## config.mk

```make
export PLATFORM = sky130hd
export DESIGN_NAME = fetch_predict_unit_flat
export DESIGN_NICKNAME = d
export VERILOG_FILES = /design/src/rtl/fetch_predict_unit_pkg.sv /design/src/rtl/fetch_predict_unit_if.sv /design/src/rtl/fetch_predict_unit_btb.sv /design/src/rtl/fetch_predict_unit.sv /design/src/flat_wrapper.sv
export SDC_FILE = /design/constraint.sdc
export NUM_CORES = 2
export LEC_CHECK = 0
export CELL_PAD_IN_SITES_DETAIL_PLACEMENT = 1
export CELL_PAD_IN_SITES_GLOBAL_PLACEMENT = 2
export CORE_ASPECT_RATIO = 1.5
export CORE_UTILIZATION = 41
export CTS_CLUSTER_SIZE = 8
export DETAILED_ROUTE_END_ITERATION = 10
export PLACE_DENSITY = 0.81
export SYNTH_ARGS = -nofsm -noshare
export SYNTH_HDL_FRONTEND = slang
export SYNTH_SLANG_ARGS = --single-unit
```

## constraint.sdc

```tcl
create_clock -name clk -period 35.9 [get_ports clk]
set_clock_uncertainty 0.1 [all_clocks]
set_input_delay 5.385 -clock clk [delete_from_list [all_inputs] [get_ports clk]]
set_output_delay 5.385 -clock clk [all_outputs]
set_load 0.01 [all_outputs]
```

## src/rtl/fetch_predict_unit_pkg.sv

```systemverilog
// Shared definitions for the fetch/predict slice.
//   DEF_* constants : default widths, increment and reset address
//   ctr_t           : 2-bit bimodal predictor states
//   ctr_step        : saturating counter move toward taken/not-taken
package fetch_predict_unit_pkg;

    localparam int              DEF_XLEN        = 32;
    localparam int              DEF_BTB_ENTRIES = 16;
    localparam int              DEF_INC         = 4;
    localparam logic [31:0]     DEF_RESET_PC    = 32'h0000_0000;
    localparam int              DEF_CNT_W       = 16;

    typedef enum logic [1:0] {
        SNT = 2'b00,
        WNT = 2'b01,
        WT  = 2'b10,
        ST  = 2'b11
    } ctr_t;

    function automatic ctr_t ctr_step(input ctr_t cur, input logic taken);
        ctr_t nxt;
        nxt = cur;
        if (taken) begin
            if (cur != ST) nxt = ctr_t'(cur + 2'd1);
        end else begin
            if (cur != SNT) nxt = ctr_t'(cur - 2'd1);
        end
        return nxt;
    endfunction

endpackage

```

## src/rtl/fetch_predict_unit_if.sv

```systemverilog
// Fetch/predict bus: hazard stall in, fetch address and prediction out,
// resolved-instruction update from EX/MEM in, redirect and counter out.
//   master : the fetch/predict unit
//   slave  : the surrounding pipeline (or a testbench)
interface fetch_predict_unit_if #(
    parameter int XLEN  = 32,
    parameter int CNT_W = 16
);
    logic             stall;
    logic [XLEN-1:0]  pc;
    logic             pred_taken;
    logic [XLEN-1:0]  pred_target;
    logic             upd_valid;
    logic [XLEN-1:0]  upd_pc;
    logic             upd_is_branch;
    logic             upd_is_jump;
    logic             upd_taken;
    logic [XLEN-1:0]  upd_target;
    logic             upd_pred_taken;
    logic [XLEN-1:0]  upd_pred_target;
    logic             redirect;
    logic [CNT_W-1:0] mispredict_cnt;

    modport master (
        input  stall, upd_valid, upd_pc, upd_is_branch, upd_is_jump,
               upd_taken, upd_target, upd_pred_taken, upd_pred_target,
        output pc, pred_taken, pred_target, redirect, mispredict_cnt
    );

    modport slave (
        output stall, upd_valid, upd_pc, upd_is_branch, upd_is_jump,
               upd_taken, upd_target, upd_pred_taken, upd_pred_target,
        input  pc, pred_taken, pred_target, redirect, mispredict_cnt
    );
endinterface

```

## src/rtl/fetch_predict_unit_btb.sv

```systemverilog
// Direct-mapped bimodal branch target buffer.
//   clk, rst          : clock, async active-high reset (clears every entry)
//   lookup_pc_i       : fetch address; pred_taken_o / pred_target_o answer it
//   upd_en_i          : a resolved branch or jump is presented this cycle
//   upd_is_jump_i     : unconditional (forces strong-taken on hit/allocate)
//   upd_taken_i       : resolved direction (already forced for jumps)
//   upd_pc_i          : address of the resolved instruction
//   upd_target_i      : resolved target
module fetch_predict_unit_btb
    import fetch_predict_unit_pkg::*;
#(
    parameter int XLEN        = 32,
    parameter int BTB_ENTRIES = 16
) (
    input  logic            clk,
    input  logic            rst,
    input  logic [XLEN-1:0] lookup_pc_i,
    output logic            pred_taken_o,
    output logic [XLEN-1:0] pred_target_o,
    input  logic            upd_en_i,
    input  logic            upd_is_jump_i,
    input  logic            upd_taken_i,
    input  logic [XLEN-1:0] upd_pc_i,
    input  logic [XLEN-1:0] upd_target_i
);
    localparam int IDX   = $clog2(BTB_ENTRIES);
    localparam int TAG_W = XLEN - IDX - 2;

    logic [BTB_ENTRIES-1:0] valid_q;
    logic [TAG_W-1:0]       tag_q    [BTB_ENTRIES];
    logic [XLEN-1:0]        target_q [BTB_ENTRIES];
    ctr_t                   ctr_q    [BTB_ENTRIES];

    logic [IDX-1:0]   rd_idx, up_idx;
    logic [TAG_W-1:0] rd_tag, up_tag;
    logic             rd_hit, up_hit;

    // Byte-offset bits never select an entry.
    logic unused_offset;
    assign unused_offset = ^{lookup_pc_i[1:0], upd_pc_i[1:0]};

    assign rd_idx = lookup_pc_i[IDX+1:2];
    assign rd_tag = lookup_pc_i[XLEN-1:IDX+2];
    assign up_idx = upd_pc_i[IDX+1:2];
    assign up_tag = upd_pc_i[XLEN-1:IDX+2];

    // Lookup reads the registered arrays, so a same-cycle update to the
    // same index is only visible from the next cycle on.
    assign rd_hit        = valid_q[rd_idx] && (tag_q[rd_idx] == rd_tag);
    assign pred_taken_o  = rd_hit && ctr_q[rd_idx][1];
    assign pred_target_o = target_q[rd_idx];
    assign up_hit        = valid_q[up_idx] && (tag_q[up_idx] == up_tag);

    always_ff @(posedge clk or posedge rst) begin
        if (rst) begin
            valid_q <= '0;
            for (int i = 0; i < BTB_ENTRIES; i++) begin
                tag_q[i]    <= '0;
                target_q[i] <= '0;
                ctr_q[i]    <= SNT;
            end
        end else if (upd_en_i) begin
            if (up_hit) begin
                if (upd_is_jump_i) begin
                    ctr_q[up_idx]    <= ST;
                    target_q[up_idx] <= upd_target_i;
                end else begin
                    ctr_q[up_idx] <= ctr_step(ctr_q[up_idx], upd_taken_i);
                    if (upd_taken_i) target_q[up_idx] <= upd_target_i;
                end
            end else if (upd_taken_i) begin
                // Miss and taken: evict whatever aliases into this slot.
                valid_q[up_idx]  <= 1'b1;
                tag_q[up_idx]    <= up_tag;
                target_q[up_idx] <= upd_target_i;
                ctr_q[up_idx]    <= upd_is_jump_i ? ST : WT;
            end
        end
    end

endmodule

```

## src/rtl/fetch_predict_unit.sv

```systemverilog
// PC / fetch-address generator with BTB-based prediction.
//   clk, rst : clock, async active-high reset
//   bus      : fetch_predict_unit_if.master (stall, pc, prediction,
//              EX/MEM update, redirect, mispredict counter)
// Next-PC priority: redirect > stall > predicted target > pc + INC.
module fetch_predict_unit
    import fetch_predict_unit_pkg::*;
#(
    parameter int              XLEN        = DEF_XLEN,
    parameter int              BTB_ENTRIES = DEF_BTB_ENTRIES,
    parameter int              INC         = DEF_INC,
    parameter logic [XLEN-1:0] RESET_PC    = XLEN'(DEF_RESET_PC),
    parameter int              CNT_W       = DEF_CNT_W
) (
    input  logic                 clk,
    input  logic                 rst,
    fetch_predict_unit_if.master bus
);
    logic [XLEN-1:0]  pc_q, pc_d;
    logic [CNT_W-1:0] cnt_q, cnt_d;

    logic            is_ctl;
    logic            taken_act;
    logic            redirect;
    logic [XLEN-1:0] correct_pc;
    logic            pred_taken;
    logic [XLEN-1:0] pred_target;

    fetch_predict_unit_btb #(
        .XLEN        (XLEN),
        .BTB_ENTRIES (BTB_ENTRIES)
    ) u_btb (
        .clk           (clk),
        .rst           (rst),
        .lookup_pc_i   (pc_q),
        .pred_taken_o  (pred_taken),
        .pred_target_o (pred_target),
        .upd_en_i      (is_ctl),
        .upd_is_jump_i (bus.upd_is_jump),
        .upd_taken_i   (taken_act),
        .upd_pc_i      (bus.upd_pc),
        .upd_target_i  (bus.upd_target)
    );

    // Updates with neither type bit set carry no control flow and are dropped.
    assign is_ctl    = bus.upd_valid && (bus.upd_is_branch || bus.upd_is_jump);
    assign taken_act = bus.upd_is_jump || bus.upd_taken;

    // A taken prediction is only correct if the target also matched.
    assign redirect = is_ctl &&
                      ((taken_act != bus.upd_pred_taken) ||
                       (taken_act && (bus.upd_target != bus.upd_pred_target)));

    assign correct_pc = taken_act ? bus.upd_target : bus.upd_pc + XLEN'(INC);

    always_comb begin
        pc_d = pc_q + XLEN'(INC);
        if (redirect)        pc_d = correct_pc;
        else if (bus.stall)  pc_d = pc_q;
        else if (pred_taken) pc_d = pred_target;
    end

    assign cnt_d = redirect ? cnt_q + CNT_W'(1) : cnt_q;

    always_ff @(posedge clk or posedge rst) begin
        if (rst) begin
            pc_q  <= RESET_PC;
            cnt_q <= '0;
        end else begin
            pc_q  <= pc_d;
            cnt_q <= cnt_d;
        end
    end

    assign bus.pc             = pc_q;
    assign bus.pred_taken     = pred_taken;
    assign bus.pred_target    = pred_target;
    assign bus.redirect       = redirect;
    assign bus.mispredict_cnt = cnt_q;

endmodule

```

## src/flat_wrapper.sv

```systemverilog
// flat-port wrapper written by rule: the top's interface ports become plain ports
module fetch_predict_unit_flat import fetch_predict_unit_pkg::*;
#(
    parameter int              XLEN        = DEF_XLEN,
    parameter int              BTB_ENTRIES = DEF_BTB_ENTRIES,
    parameter int              INC         = DEF_INC,
    parameter logic [XLEN-1:0] RESET_PC    = XLEN'(DEF_RESET_PC),
    parameter int              CNT_W       = DEF_CNT_W
)
  (clk, rst, bus_stall, bus_upd_valid, bus_upd_pc, bus_upd_is_branch, bus_upd_is_jump, bus_upd_taken, bus_upd_target, bus_upd_pred_taken, bus_upd_pred_target, bus_pc, bus_pred_taken, bus_pred_target, bus_redirect, bus_mispredict_cnt);
  fetch_predict_unit_if #(.XLEN(XLEN), .CNT_W(CNT_W)) bus_i ();
  input  logic clk;
  input  logic rst;
  input wire logic [$bits(bus_i.stall)-1:0] bus_stall;
  input wire logic [$bits(bus_i.upd_valid)-1:0] bus_upd_valid;
  input wire logic [$bits(bus_i.upd_pc)-1:0] bus_upd_pc;
  input wire logic [$bits(bus_i.upd_is_branch)-1:0] bus_upd_is_branch;
  input wire logic [$bits(bus_i.upd_is_jump)-1:0] bus_upd_is_jump;
  input wire logic [$bits(bus_i.upd_taken)-1:0] bus_upd_taken;
  input wire logic [$bits(bus_i.upd_target)-1:0] bus_upd_target;
  input wire logic [$bits(bus_i.upd_pred_taken)-1:0] bus_upd_pred_taken;
  input wire logic [$bits(bus_i.upd_pred_target)-1:0] bus_upd_pred_target;
  output wire logic [$bits(bus_i.pc)-1:0] bus_pc;
  output wire logic [$bits(bus_i.pred_taken)-1:0] bus_pred_taken;
  output wire logic [$bits(bus_i.pred_target)-1:0] bus_pred_target;
  output wire logic [$bits(bus_i.redirect)-1:0] bus_redirect;
  output wire logic [$bits(bus_i.mispredict_cnt)-1:0] bus_mispredict_cnt;
  assign bus_i.stall = bus_stall;
  assign bus_i.upd_valid = bus_upd_valid;
  assign bus_i.upd_pc = bus_upd_pc;
  assign bus_i.upd_is_branch = bus_upd_is_branch;
  assign bus_i.upd_is_jump = bus_upd_is_jump;
  assign bus_i.upd_taken = bus_upd_taken;
  assign bus_i.upd_target = bus_upd_target;
  assign bus_i.upd_pred_taken = bus_upd_pred_taken;
  assign bus_i.upd_pred_target = bus_upd_pred_target;
  assign bus_pc = bus_i.pc;
  assign bus_pred_taken = bus_i.pred_taken;
  assign bus_pred_target = bus_i.pred_target;
  assign bus_redirect = bus_i.redirect;
  assign bus_mispredict_cnt = bus_i.mispredict_cnt;
  fetch_predict_unit #(.XLEN(XLEN), .BTB_ENTRIES(BTB_ENTRIES), .INC(INC), .RESET_PC(RESET_PC), .CNT_W(CNT_W)) u_core (.clk(clk), .rst(rst), .bus(bus_i));
endmodule
```

; ---- Yosys cells after proc, flatten, opt, wreduce, memory -nomap -nowiden
; Index checks and enable logic that the tools add are counted.
[classes]
addsub = 5
order_cmp = 6
eq_ne = 6
n_mux = 48
bitwise_logic = 5
n_reduce_logical = 15
[ops]
columns = operator, n
row1 = 512-bit 2-to-1 mux, 3
row2 = 512-bit bitwise mux, 1
row3 = 416-bit bitwise mux, 1
row4 = 32-bit 2-to-1 mux, 10
row5 = 26-bit binary-select mux with 4-bit select, 2
row6 = 26-bit 2-to-1 mux, 5
row7 = 32-bit binary-select mux with 4-bit select, 1
row8 = 32-bit demux with 4-bit select, 1
row9 = 26-bit demux with 4-bit select, 1
row10 = "32-bit by 3-bit adder with 32-bit output, second input constant", 2
row11 = 32-bit bitwise mux, 2
row12 = 26-bit equality test, 2
row13 = 32-bit != test, 1
row14 = 32-bit bitwise OR, 1
row15 = 2-bit 2-to-1 mux, 11
row16 = "16-bit by 1-bit adder with 16-bit output, second input constant", 1
row17 = 2-bit binary-select mux with 4-bit select, 2
row18 = 16-bit bitwise OR, 1
row19 = "5-bit greater-or-equal comparator, second input constant", 2
row20 = "4-bit by 5-bit less-than comparator with 1-bit output, second input constant", 2
row21 = 4-bit NOT with 5-bit output, 2
row22 = 1-bit binary-select mux with 4-bit select, 2
row23 = 2-bit demux with 4-bit select, 1
row24 = 1-bit logical AND, 8
row25 = 14 further kinds, 20
[totals]
regBits = 1024
in_bits = 104

; ---- Depth between registers and ports, before layout
[depth]
depth_word = 13
depth_mapped = 17

; ---- By module
; From an unflattened synthesis, not the netlist that was laid out.
[hier_totals]
cells_unflattened = 3626
hier_area_um2 = 53306.1
[by_module_without_submodules]
columns = mod, instances, cells_per_inst, area_each_um2
row1 = fetch_predict_unit_btb, 1, 3096, 48881.9
row2 = fetch_predict_unit, 1, 530, 4424.2

; ---- Worst setup path before layout
; No wires, ideal clock.
[synth_timing]
kind = input to output
startpoint = input port bus_upd_taken
endpoint = output port bus_redirect
arrival_ns = 7.155
t_required_ns = 30.415
setup_slack_ns = 23.260
path_stages = 7
cell_sequence = clkbuf_1 or2_2 clkbuf_1 o21ai_0 a21oi_1 clkbuf_1 clkbuf_1
[synth_via]
elab_chain_cells = 4
word_cells_on_any_way = 5
[synth_lines]
columns = item, line
row1 = from (decl), flat_wrapper.sv:19  ; input wire logic [$bits(bus_i.upd_taken)-1:0] bus_upd_taken;
row2 = 1-bit logical OR (*), fetch_predict_unit.sv:47  ; assign taken_act = bus.upd_is_jump || bus.upd_taken;
row3 = 1-bit != test / 1-bit logical AND (equally long branches), "fetch_predict_unit.sv:51, fetch_predict_unit.sv:52"
row4 = 1-bit logical OR (*), fetch_predict_unit.sv:51  ; ((taken_act != bus.upd_pred_taken) ||
row5 = 1-bit logical AND (*), fetch_predict_unit.sv:50  ; assign redirect = is_ctl &&
row6 = to (decl), flat_wrapper.sv:26  ; output wire logic [$bits(bus_i.redirect)-1:0] bus_redirect;
; Every way passes the cells marked *; elsewhere a longest branch is shown, timed or not.

; ---- Worst setup path after layout
[layout_timing]
startpoint = input port bus_upd_target[19]
endpoint = output port bus_redirect
[layout_via]
elab_chain_cells = 4
[layout_lines]
columns = item, line
row1 = from (decl), flat_wrapper.sv:20  ; input wire logic [$bits(bus_i.upd_target)-1:0] bus_upd_target;
row2 = 32-bit != test, fetch_predict_unit.sv:52  ; (taken_act && (bus.upd_target != bus.upd_pred_target)));
row3 = 1-bit logical AND, fetch_predict_unit.sv:52
row4 = 1-bit logical OR, fetch_predict_unit.sv:51
row5 = 1-bit logical AND, fetch_predict_unit.sv:50
; Every way passes these cells.

==> flow_summary.ini <==
[clocking]
cts_max_path_buffers = 3
clkTransAtPathRegs_ps = 50
cts-buffers-inserted = 146
cts_root_buf = clkbuf_16
ctsResizeCount = 0
cts_tree = built
htree_levels = 4
cts_sinks = 1024
ctsHoldBuffers = 0
postCtsSetupBuffers = 0
clock_latency_ps = 770

[global_route]
antenna_found_initial = 10
grt_max_degree = 180
track_usage_pct = 28.2
grt_pass1_vias = 37600
grt_pass1_wl_mm = 266
overflow = 0

[logic_synthesis]
syn-num-nets = 3819
synth_top_family_by_area = multiplexers
synth_cell_types = 73
syn_inst = 3709
synth_edf_count = 0
synthAdderAreaFrac_pct = 0.180
synth_area_per_cell_um2 = 14.2
synth_area_leaders = dfrtp_1 49%, mux2_2 21%, mux4_2 16%
ys_seq_area_share_pct = 48.6
netlist.area_leader.share_pct = 48.6
async_flop_share_pct = 100
synthMuxAreaShare_pct = 38.3
yosysTopAreaCell = dfrtp_1
syn_area_mm2 = 0.0528
synth_xor_area_share_pct = 2.19
yosys_register_bits = 1024
synthFlopType = dfrtp_1
synth_compound_area_share_pct = 3.55
yosysWarnings = 0
synth-simple-area-share_pct = 4.08

[detailed_routing]
viasPerCell = 6.23
drc = 0
drtIter0Drc = 2576
routed_wirelength_mm = 179
wire_per_inst_um = 32.6
first_pass_iters = 5
vias = 34300
ant_nets = 0

[floorplanning]
fp.coreArea_mm2 = 0.127
core.rowCount = 160
die_h_um = 441
die_area_mm2 = 0.130
start_util_pct = 41.5
ios = 186
dieWidth_um = 295

[final_layout]
utilization_pct = 47.3
fillers = 12400
drive_gt1_share_pct = 43.6
syn_to_final_growth_pct = 14.1
nets = 3897

[worst_setup_path]
timing.critical_path.slowest_cell_delay_ps = 850
crit_type = in -> out
r2r_cells = 12
critPathLaunch = bus_upd_target[19]
worstReg2RegEnd = u_core.bus.pc[7]
path_buf_inv = 3
endpoint_kind = output port
cp_num_cells = 8
crit_arrival_ps = 8850
critPathMaxFanout = 18
critPathCapture = bus_redirect
cp-start-kind = primary input
crit_required_ps = 30410
regToRegStartpoint = u_core.bus.pc[3]
path_delay_family = buffers and inverters
cpMaxStageDelayCell = clkdlybuf4s50_1
rrSetupSlack_ps = 29190
crit_chain = clkdlybuf4s50_1, xor2_1, nor4_1, buf_4, nand2_1, nor4_1, a21oi_4, clkdlybuf4s50_1

[placement]
port_buffers = 185
routabilityCongestion = 0.844
dpl.hpwl_mm = 111

[timing]
fin_setup_tns_ps = 0
worst_pin_slew_ps = 1210
rsz0062_at_grt = false
fin_crit_ps = 14340
slew_violations = 0
slew_headroom_pct = 19.2
finalHoldViolations = 0
fmax_mhz = 69.7
setup_viol = 0
fin_crit_sh_pct = 39.9

[job]
maxCapViolations = 0

[hold_path]
hold_class = reg -> reg

[run_status]
status = finished, final reports clean

[pwr]
leakage_nw = 25.4
power_mw = 3.89
ir_drop_uv = 50.3
cellPowerDensity_mw_per_mm2 = 64.7
## layer usage
metal  global-route usage, %  vias to the layer above  wire, um
met5                       0                        -        52
met2                    47.6                     1067     90400
met4                    15.3                        8     10400
met3                    5.20                      404      9780
met1                    34.3                    18900     68800
li1                        -                    14000         -
## logic make-up after synthesis
kind of cell,count (synthesis)
multiplexers,1443
flip-flops,1024
AND/OR/NAND/NOR,433
buffers and inverters,399
AO/OA/AOI/OAI,270
XOR/XNOR,132
adder cells (fa/ha/maj),8
## area by class of cell
cell class	instances	area (um2)	share of cell area, %
tap	1701	2130	3.54
sequential	1024	25600	42.6
timing repair buffer	289	2680	4.44
clock inverter	11	148	0.245
inverter	40	160	0.266
antenna	8	20.0	0.0333
multi-input combinational	2286	25700	42.6
clock buffer	153	3760	6.26
## how the worst min path moves through the flow
stage / endpoint / from / cells past startpoint
after floorplan: u_core.u_btb.valid_q[2] / u_core.u_btb.valid_q[2] / 1
final: u_core.bus.mispredict_cnt[15] / u_core.bus.mispredict_cnt[15] / 1
after CTS: u_core.bus.mispredict_cnt[15] / u_core.bus.mispredict_cnt[15] / 1
after detailed placement: u_core.bus.mispredict_cnt[15] / u_core.bus.mispredict_cnt[15] / 1
after global routing: u_core.bus.mispredict_cnt[15] / u_core.bus.mispredict_cnt[15] / 1
after global placement: u_core.u_btb.valid_q[2] / u_core.u_btb.valid_q[2] / 1
## metrics by stage
step	cell area (um2)	hold slack (ps)	instances	setup WS, ps
floorplan	52800	348	3709	1600
global placement	56300	367	5340	21550
detailed placement	56300	366	5340	21540
CTS	60200	380	5504	21570
global route	60200	394	5510	21430
finish	60200	374	5512	21560
## cells in the mapped netlist (41+ instances only)
cell type	instances
nor2_1	80
clkbuf_1	224
nand3_1	43
buf_2	48
and3_1	41
dfrtp_1	1024
buf_1	63
nand2_1	132
xor2_1	63
xnor2_1	69
mux4_2	364
mux2_2	967
o21ai_0	52
mux2i_1	112
## where the power goes
group          leakage, nW  internal (mW)  total [mW]  switching [mW]
registers             12.9           1.41        1.60           0.194
clock network         1.92          0.735        1.24           0.509
logic                 10.6          0.561        1.05           0.489
total                 25.4           2.70        3.89            1.19
## layout by cell type (no fill, tap or decap), types with 67 or more instances in the layout
master and n:
clkdlybuf4s50_1 180, clkbuf_16 150, dfrtp_1 1020, nor2_1 67
xnor2_1 69, mux2i_1 112, buf_4 101, nand2_1 117
mux2_2 967, mux4_2 364
## registers in the layout, indices dropped and copies added (netlist names)
register / cells
u_core.u_btb.tag_q: 416
u_core.bus.pc: 32
u_core.u_btb.ctr_q: 32
u_core.u_btb.valid_q: 16
u_core.u_btb.target_q: 512
u_core.bus.mispredict_cnt: 16
No activity file was read; power rests on OpenSTA's default activity.
